## config.mk

```make
export PLATFORM = sky130hd
export DESIGN_NAME = clk_div_prog
export DESIGN_NICKNAME = d
export VERILOG_FILES = /design/src/rtl/clk_div_prog.sv
export SDC_FILE = /design/constraint.sdc
export NUM_CORES = 1
export LEC_CHECK = 0
export ABC_AREA = 0
export CORE_MARGIN = 4
export CORE_UTILIZATION = 30
export DETAILED_ROUTE_END_ITERATION = 16
export GPL_TIMING_DRIVEN = 0
export HOLD_SLACK_MARGIN = 0.02
export PLACE_DENSITY = 0.51
export SYNTH_ARGS = -nofsm -noshare
export SYNTH_HDL_FRONTEND = slang
export SYNTH_SLANG_ARGS = --single-unit
```

## constraint.sdc

```tcl
create_clock -name clkin -period 8.1 [get_ports clkin]
set_clock_uncertainty 0.1 [all_clocks]
set_input_delay 1.62 -clock clkin [delete_from_list [all_inputs] [get_ports clkin]]
set_output_delay 1.62 -clock clkin [all_outputs]
set_load 0.02 [all_outputs]
```

## src/rtl/clk_div_prog.sv

```systemverilog
// Runtime-programmable clock divider: a registered divided clock/enable, a period-start
// tick and a phase count, with divisor/high-time reloaded over a valid/ready config port.
module clk_div_prog #(
  parameter int WIDTH    = 8,
  parameter int DEF_DIV  = 2,
  parameter int DEF_HIGH = 0
) (
  input  logic             clkin,
  input  logic             rst_n,
  input  logic             en,
  input  logic             cfg_valid,
  input  logic [WIDTH-1:0] cfg_div,
  input  logic [WIDTH-1:0] cfg_high,
  output logic             cfg_ready,
  output logic             cfg_err,
  output logic             clkout,
  output logic             tick,
  output logic [WIDTH-1:0] phase,
  output logic             dbg_state
);

  // Handshake: a config word transfers on a clkin edge where cfg_valid and cfg_ready are
  // both 1; cfg_ready drops only while an accepted word waits for the next period boundary.

  typedef enum logic {
    ST_IDLE = 1'b0,
    ST_RUN  = 1'b1
  } state_t;

  localparam logic [WIDTH-1:0] ONE = {{(WIDTH-1){1'b0}}, 1'b1};

  // Effective high time: 0 selects half the period, anything too long keeps one low cycle.
  function automatic logic [WIDTH-1:0] eff_high(input logic [WIDTH-1:0] d,
                                                input logic [WIDTH-1:0] h);
    logic [WIDTH-1:0] r;
    if (h == '0)
      r = d >> 1;
    else if (h >= d)
      r = d - ONE;
    else
      r = h;
    return r;
  endfunction

  localparam logic [WIDTH-1:0] DEF_DIV_W  = DEF_DIV[WIDTH-1:0];
  localparam logic [WIDTH-1:0] DEF_HIGH_W = eff_high(DEF_DIV_W, DEF_HIGH[WIDTH-1:0]);

  state_t           r_state,      w_state_n;
  logic [WIDTH-1:0] r_phase,      w_phase_n;
  logic             r_clkout,     w_clkout_n;
  logic             r_tick,       w_tick_n;
  logic             r_cfg_err,    w_cfg_err_n;
  logic [WIDTH-1:0] r_div_act,    w_div_act_n;
  logic [WIDTH-1:0] r_high_act,   w_high_act_n;
  logic             r_pend_valid, w_pend_valid_n;
  logic [WIDTH-1:0] r_pend_div,   w_pend_div_n;
  logic [WIDTH-1:0] r_pend_high,  w_pend_high_n;

  logic             w_accept;
  logic             w_div_ok;
  logic             w_cfg_ok;
  logic [WIDTH-1:0] w_cfg_high_eff;
  logic [WIDTH-1:0] w_phase_inc;
  logic             w_wrap;

  assign cfg_ready      = ~r_pend_valid;
  assign w_accept       = cfg_valid & cfg_ready;
  assign w_div_ok       = (cfg_div > ONE);
  assign w_cfg_ok       = w_accept & w_div_ok;
  assign w_cfg_high_eff = eff_high(cfg_div, cfg_high);
  assign w_phase_inc    = r_phase + ONE;
  assign w_wrap         = (r_phase == (r_div_act - ONE));

  always_ff @(posedge clkin) begin
    if (!rst_n) begin
      r_state      <= ST_IDLE;
      r_phase      <= '0;
      r_clkout     <= 1'b0;
      r_tick       <= 1'b0;
      r_cfg_err    <= 1'b0;
      r_div_act    <= DEF_DIV_W;
      r_high_act   <= DEF_HIGH_W;
      r_pend_valid <= 1'b0;
      r_pend_div   <= '0;
      r_pend_high  <= '0;
    end else begin
      r_state      <= w_state_n;
      r_phase      <= w_phase_n;
      r_clkout     <= w_clkout_n;
      r_tick       <= w_tick_n;
      r_cfg_err    <= w_cfg_err_n;
      r_div_act    <= w_div_act_n;
      r_high_act   <= w_high_act_n;
      r_pend_valid <= w_pend_valid_n;
      r_pend_div   <= w_pend_div_n;
      r_pend_high  <= w_pend_high_n;
    end
  end

  always_comb begin
    w_state_n      = r_state;
    w_phase_n      = r_phase;
    w_clkout_n     = r_clkout;
    w_tick_n       = 1'b0;
    w_cfg_err_n    = w_accept & ~w_div_ok;
    w_div_act_n    = r_div_act;
    w_high_act_n   = r_high_act;
    w_pend_valid_n = r_pend_valid;
    w_pend_div_n   = r_pend_div;
    w_pend_high_n  = r_pend_high;

    unique case (r_state)
      ST_IDLE: begin
        w_phase_n  = '0;
        w_clkout_n = 1'b0;
        if (w_cfg_ok) begin
          w_div_act_n  = cfg_div;
          w_high_act_n = w_cfg_high_eff;
        end
        if (en) begin
          w_state_n  = ST_RUN;
          w_clkout_n = 1'b1;
          w_tick_n   = 1'b1;
        end
      end

      ST_RUN: begin
        if (!en || w_wrap) begin
          // Period boundary (natural or truncated): the only place new timing takes effect.
          w_phase_n = '0;
          if (r_pend_valid) begin
            w_div_act_n    = r_pend_div;
            w_high_act_n   = r_pend_high;
            w_pend_valid_n = 1'b0;
          end else if (w_cfg_ok) begin
            w_div_act_n  = cfg_div;
            w_high_act_n = w_cfg_high_eff;
          end
          if (!en) begin
            w_state_n  = ST_IDLE;
            w_clkout_n = 1'b0;
          end else begin
            w_clkout_n = 1'b1;
            w_tick_n   = 1'b1;
          end
        end else begin
          w_phase_n  = w_phase_inc;
          w_clkout_n = (w_phase_inc < r_high_act);
          if (w_cfg_ok) begin
            w_pend_valid_n = 1'b1;
            w_pend_div_n   = cfg_div;
            w_pend_high_n  = w_cfg_high_eff;
          end
        end
      end

      default: begin
        w_state_n = ST_IDLE;
      end
    endcase
  end

  assign clkout    = r_clkout;
  assign tick      = r_tick;
  assign phase     = r_phase;
  assign cfg_err   = r_cfg_err;
  assign dbg_state = (r_state == ST_RUN);

endmodule

```

## Yosys cells after proc, flatten, opt, wreduce, memory -nomap -nowiden

Cells that the tools add are included.

| storage, ports and cells | value |
|---|---|
| register bits | 45 |
| bits of input ports | 20 |
| output and inout port bits | 13 |
| word-level logic and storage cells | 52 |

| cells by class | value |
|---|---|
| add/subtract/negate cells | 3 |
| magnitude comparators | 3 |
| equality and inequality tests | 2 |
| multiplexer cells | 21 |
| bitwise logic cells | 7 |
| reductions and logical operators | 6 |

Operator list:

| operator | count |
|---|---|
| 8-bit two-way mux | 9 |
| 8-bit one-hot mux with 2 select lines | 3 |
| 8-bit by 1-bit subtractor with 8-bit output, second input constant | 2 |
| 8-bit by 1-bit adder with 8-bit output, second input constant | 1 |
| 8-bit == test | 1 |
| 8-bit greater-or-equal comparator | 1 |
| 8-bit by 1-bit greater-than comparator with 1-bit output, second input constant | 1 |
| 8-bit logical NOT | 1 |
| 8-bit less-than comparator | 1 |
| 1-bit two-way mux | 6 |
| 1-bit one-hot mux with 2 select lines | 3 |
| 1-bit inverter | 4 |
| 1-bit AND | 3 |
| 3-bit AND reduction | 1 |
| 2-bit by 1-bit inequality test with 1-bit output, second input constant | 1 |
| 2-bit AND reduction | 1 |
| 2-bit nonzero test | 1 |
| 1-bit logical NOT | 1 |
| 1-bit logical OR | 1 |

## Depth between registers and ports, before layout

| depth | value |
|---|---|
| depth in word-level cells | 7 |
| depth in mapped cells | 10 |
| mapped depth without buffers | 8 |

## Worst setup path before layout

No wires, ideal clock.

| timing path | value |
|---|---|
| path kind | in2reg |
| start | input cfg_div[6] |
| end | register r_high_act[5] |
| library setup time | 132 ps |
| data arrival time | 3930 ps |
| required time | 7868 ps |
| path slack | 3937 ps |
| stages on the path | 10 |
| buffers on the path | 2 |
| cell sequence | clkbuf_1 inv_1 ha_1 and3_1 o21ai_0 o211a_1 buf_2 mux2_2 a221oi_1 o32ai_1 |

| between the ends | value |
|---|---|
| longest elaborated chain between the ends | 7 |
| elaborated cells on any way between the ends | 9 |
| classes of those cells | order compare (2); mux (6); bitwise (1) |

RTL lines:

| what | RTL line | text |
|---|---|---|
| start, declared | 12 | `input logic [WIDTH-1:0] cfg_div,` |
| 8-bit greater-or-equal comparator | 38 | `else if (h >= d)` |
| 8-bit two-way mux | 38 |  |
| 8-bit two-way mux | 36 | `if (h == '0)` |
| 8-bit two-way mux * | 116, 135 |  |
| 8-bit two-way mux | 131 | `if (r_pend_valid) begin` |
| 8-bit two-way mux | 128 | `if (!en \|\| w_wrap) begin` |
| 8-bit one-hot mux with 2 select lines * | 112 | `unique case (r_state)` |
| end signal, assigned | 93 | `r_high_act <= w_high_act_n;` |
| end, declared | 54 | `logic [WIDTH-1:0] r_high_act, w_high_act_n;` |

Mark *: on every way between the ends. The rest lies on a longest branch, timed or not. The select of a mux whose other input is x is not followed.
A chain may end at the register's enable or synchronous reset.

## Final worst setup path

| timing path | value |
|---|---|
| start | input cfg_div[1] |
| end | register r_high_act[4] |

| between the ends | value |
|---|---|
| longest elaborated chain between the ends | 7 |
| elaborated cells on any way between the ends | 10 |
| classes of those cells | add/sub (1); order compare (2); mux (6); bitwise (1) |

RTL lines:

| what | RTL line |
|---|---|
| 8-bit by 1-bit subtractor with 8-bit output or 8-bit greater-or-equal comparator (tied branches) | 39, 38 |
| 8-bit two-way mux | 38 |
| 8-bit two-way mux | 36 |
| 8-bit two-way mux * | 116, 135 |
| 8-bit two-way mux | 131 |
| 8-bit two-way mux | 128 |
| 8-bit one-hot mux with 2 select lines * | 112 |

Marks and branches as above.

==> run summary <==
The first global-routing pass estimated 14.2 mm of wire. The run gives 2 as the number of H-tree levels. The clock latency on the worst-skew pair was 0.31 ns. For the final routed database, the setup TNS stands at 0 ns. The maximum resistive drop on vdd was 0.0555 mV.

At the end of the flow the core is filled with cells to 36.8%. In this run the cell area of the synthesized design comes to 2880 µm². The effective utilization at floorplan was 31.0%; the warning count from the yosys run was 0. The tools report the number of clock buffers inserted by TritonCTS as 5.

The tools report the final HPWL from detailed placement as 6.68 mm. The number of buffers inserted by port buffering was 29; the sequential share of power was 47.9%. After clock tree synthesis, the clock-pin slew on the worst setup and hold paths is 0.10 ns. The tools report the number of global-route vias before repair as 2630. For the count of buffers added by post-CTS timing repair for setup, the log shows 0. By startpoint and endpoint, the worst setup path is classified as in2reg.

The run finished with clean final reports. Power spread over the standard cell area amounts to 148 nW/µm². The congestion estimate from routability-driven global placement came to 0.814. The final-report hold violation count was 0. Data required time of the critical path: 8.22 ns. Ranked by total cell area, the synthesized netlist is headed by sky130_fd_sc_hd__dfxtp_1 (31%), sky130_fd_sc_hd__ha_1 (8.3%), sky130_fd_sc_hd__a21oi_1 (4.9%). The antenna diode instance count came out at 0. Headroom to the max-slew limit: 39.3%.

The commonest register cell after synthesis is sky130_fd_sc_hd__dfxtp_1. Data arrives at the worst endpoint at 4.73 ns. The number of buffers and inverters on the critical path is 3. The highest attainable clock frequency is 217 MHz, and the total track usage is 15.8%. Setup repair after global routing left no endpoint under its margin. The number of nets in the synthesized netlist is 387.

Relative to the synthesized area, the layout overhead comes to 19.0%. In this run the vertical extent of the chip is 106 µm. For the combined area of the multi-input logic cells, the log shows 1780 µm².

Using the TritonRoute via totals, the vias-per-cell ratio works out to 5.32. The run gives 4 as the number of optimization iterations in the first detailed-route pass. Final standard cell count with taps included and fillers excluded: 514. The synthesized design devotes to its leading area cell type 31.3% of total area. TritonCTS built the clock tree. Summing over every cut layer, the via total after detailed routing is 2735.

Endpoint class of the critical path: a register. The run gives 0 as the number of gates resized after cts. Delay of the slowest cell on the worst path: 0.80 ns. Counting tap cells, the placed design contains a total of 506 instances. The post-synthesis async set-or-reset flop share is 0%. For this block, the routed nets add up to 8.53 mm of wire. Tracing the worst setup path back leads to its startpoint at cfg_div[1]. On the critical path, the stage with the largest delay is an instance of sky130_fd_sc_hd__o311ai_0. Grouping stages by cell kind, the critical path spends the most delay in compound AO/OA/AOI/OAI gates.

The number of standard cells after synthesis is 348, and the count of hold-fix buffers inserted at cts is 0. Of all cell types, the one taking the most synthesized area is sky130_fd_sc_hd__dfxtp_1. DRC violation count after routing: 0. In this run, the number of DRC markers left after iteration 0 of detailed routing was 170. Number of nets with antenna violations after detailed routing: 0.

The initial antenna violation count is 0, and the count of flip-flops with a built-in enable after synthesis is 0. The clock drives 45 sinks. The clock network accounts for 29.5% of the total power. Counting the fill cells in the layout gives 1018. The most frequent cell after synthesis was sky130_fd_sc_hd__dfxtp_1. The die is 106 µm wide.

Of the total power, combinational logic draws 22.6%. The tools report the internal power summed over all cells as 0.000344 W. Pin placement for this block handled 33 I/O pins. The number of max-slew violations in the final report came out at 0. The tools report the largest buffer count on any clock path as 2.

Post-detailed-route wirelength per cell: 16.6 µm. Of the total power, the share spent switching nets is 31.9%. The region available for standard cell placement spans 9280 µm². The tools report the launch instance of the worst register-to-register path as r_div_act[0]. The count of state elements after synthesis was 45; the count of maximum capacitance violations was 0. The average size of a mapped cell is 8.26 µm², and the footprint of the flip-flops and latches is 901 µm². Of the cells placed in the final design, the portion with a size suffix greater than 1 is 7.79%.

The critical path goes through clkdlybuf4s50_1 > inv_1 > ha_1 > o21ai_0 > o21a_1 > o211a_1 > buf_2 > o311ai_0 > o22ai_1 > o32ai_1. The tools report the remaining global-route overflow as 0. The die covers 11200 µm². Entering global routing, the biggest net connects 17 pins. Setup violations remaining at the end of the flow were counted as 0. In this run the clock root is driven by a sky130_fd_sc_hd__clkbuf_8. The worst path needs 4.61 ns of the cycle, external delays included. The tightest min-delay check is of the reg2reg type. At the pin with the least slew margin, the transition time is 0.899 ns. Along the worst path, the maximum fanout reaches 10.

In the final design database the tool counted 423 nets. The tools report the total net switching power as 0.000161 W. Sequential elements use 31.3% of the synthesized area. In this run the core area contains 35 standard-cell rows. Origin of the worst min-delay path: r_pend_div[6]. The cell area reported after detailed placement is 3330 µm². STA classifies the critical path startpoint as an input pin.

The commonest cells after synthesis are sky130_fd_sc_hd__dfxtp_1 (45), sky130_fd_sc_hd__a21oi_1 (28), sky130_fd_sc_hd__nand2_1 (25). The netlist uses 60 different library cells. The design area was 3420 µm². Dividing the final minimum period by the clock period gives 56.9%. In this run the static leakage power is 1.29 nW.
cell type report:
type	count	area share, %
Buffer	22	3.29
Clock buffer	5	2.01
Clock inverter	3	0.732
Inverter	22	2.41
Multi-Input combinational cell	259	52.0
Sequential cell	45	26.3
Tap cell	129	4.72
Timing Repair Buffer	29	8.49
power by group through the flow:
stage                     clock [W]  sequential, W  combinational (W)
after global routing       0.000161       0.000243           0.000128
after CTS                  0.000153       0.000242           0.000114
final                      0.000149       0.000242           0.000114
after detailed placement          0       0.000247           0.000114
after global placement            0       0.000246           0.000113
after floorplan                   0       0.000245          0.0000763
logic make-up after synthesis:
group | after synthesis | share of synthesized area, %
fa+ha+maj | 19 | 8.27
simple gates | 111 | 19.6
xor+xnor | 23 | 7.01
buf+inv | 44 | 6.79
compound gates | 103 | 25.9
flops | 45 | 31.3
mux | 3 | 1.13
state kept, by name (all words and copies together) (netlist names):
name and count:
clkout 1, r_pend_high 8, tick 1, dbg_state 1
r_pend_valid 1, r_high_act 8, phase 8, r_pend_div 8
r_div_act 8, cfg_err 1
worst min-delay path, stage by stage, from the launching register on:
cell	delay (ns)
sky130_fd_sc_hd__dfxtp_1	0.32
sky130_fd_sc_hd__o21ai_0	0.06
sky130_fd_sc_hd__a21oi_1	0.06
through the flow:
step | worst slack [ns] | hold slack, ns | power, W
finish | 3.49 | 0.384 | 0.000505
detailed placement | 3.26 | 0.368 | 0.000360
global placement | 3.28 | 0.364 | 0.000359
CTS | 3.56 | 0.383 | 0.000509
global route | 3.35 | 0.410 | 0.000533
floorplan | 3.94 | 0.346 | 0.000321
layout by cell type, fill, tap and decap left out, types with 14 or more instances in the layout:
master                            instances
sky130_fd_sc_hd__dfxtp_1                 45
sky130_fd_sc_hd__clkdlybuf4s50_1         29
sky130_fd_sc_hd__a21oi_1                 28
sky130_fd_sc_hd__nand2_1                 25
sky130_fd_sc_hd__inv_1                   22
sky130_fd_sc_hd__nor2_1                  22
sky130_fd_sc_hd__ha_1                    19
sky130_fd_sc_hd__o21ai_0                 18
sky130_fd_sc_hd__nand3_1                 15
sky130_fd_sc_hd__xnor2_1                 15
sky130_fd_sc_hd__nor3_1                  14
final timing paths:
kind | end | slack (ns) | cells past startpoint
worst max-delay path | r_high_act[4] | 3.49 | 10
worst min-delay path | r_pend_div[6] | 0.38 | 2
worst max register to register | r_pend_div[4] | 5.20 | 9
worst min register to register | r_pend_div[6] | 0.38 | 2
metal layers:
metal | global-route usage (%) | up-vias | share of wire [%] | routed length [µm]
met5 | 0 | - | 0 | 0
met4 | 4.90 | 0 | 2.3 | 199
met1 | 21.5 | 1290 | 47 | 4050
met2 | 25.9 | 77 | 45 | 3850
met3 | 2.37 | 13 | 5.0 | 423
li1 | - | 1355 | - | -
Power figures use the tool's default switching activity.
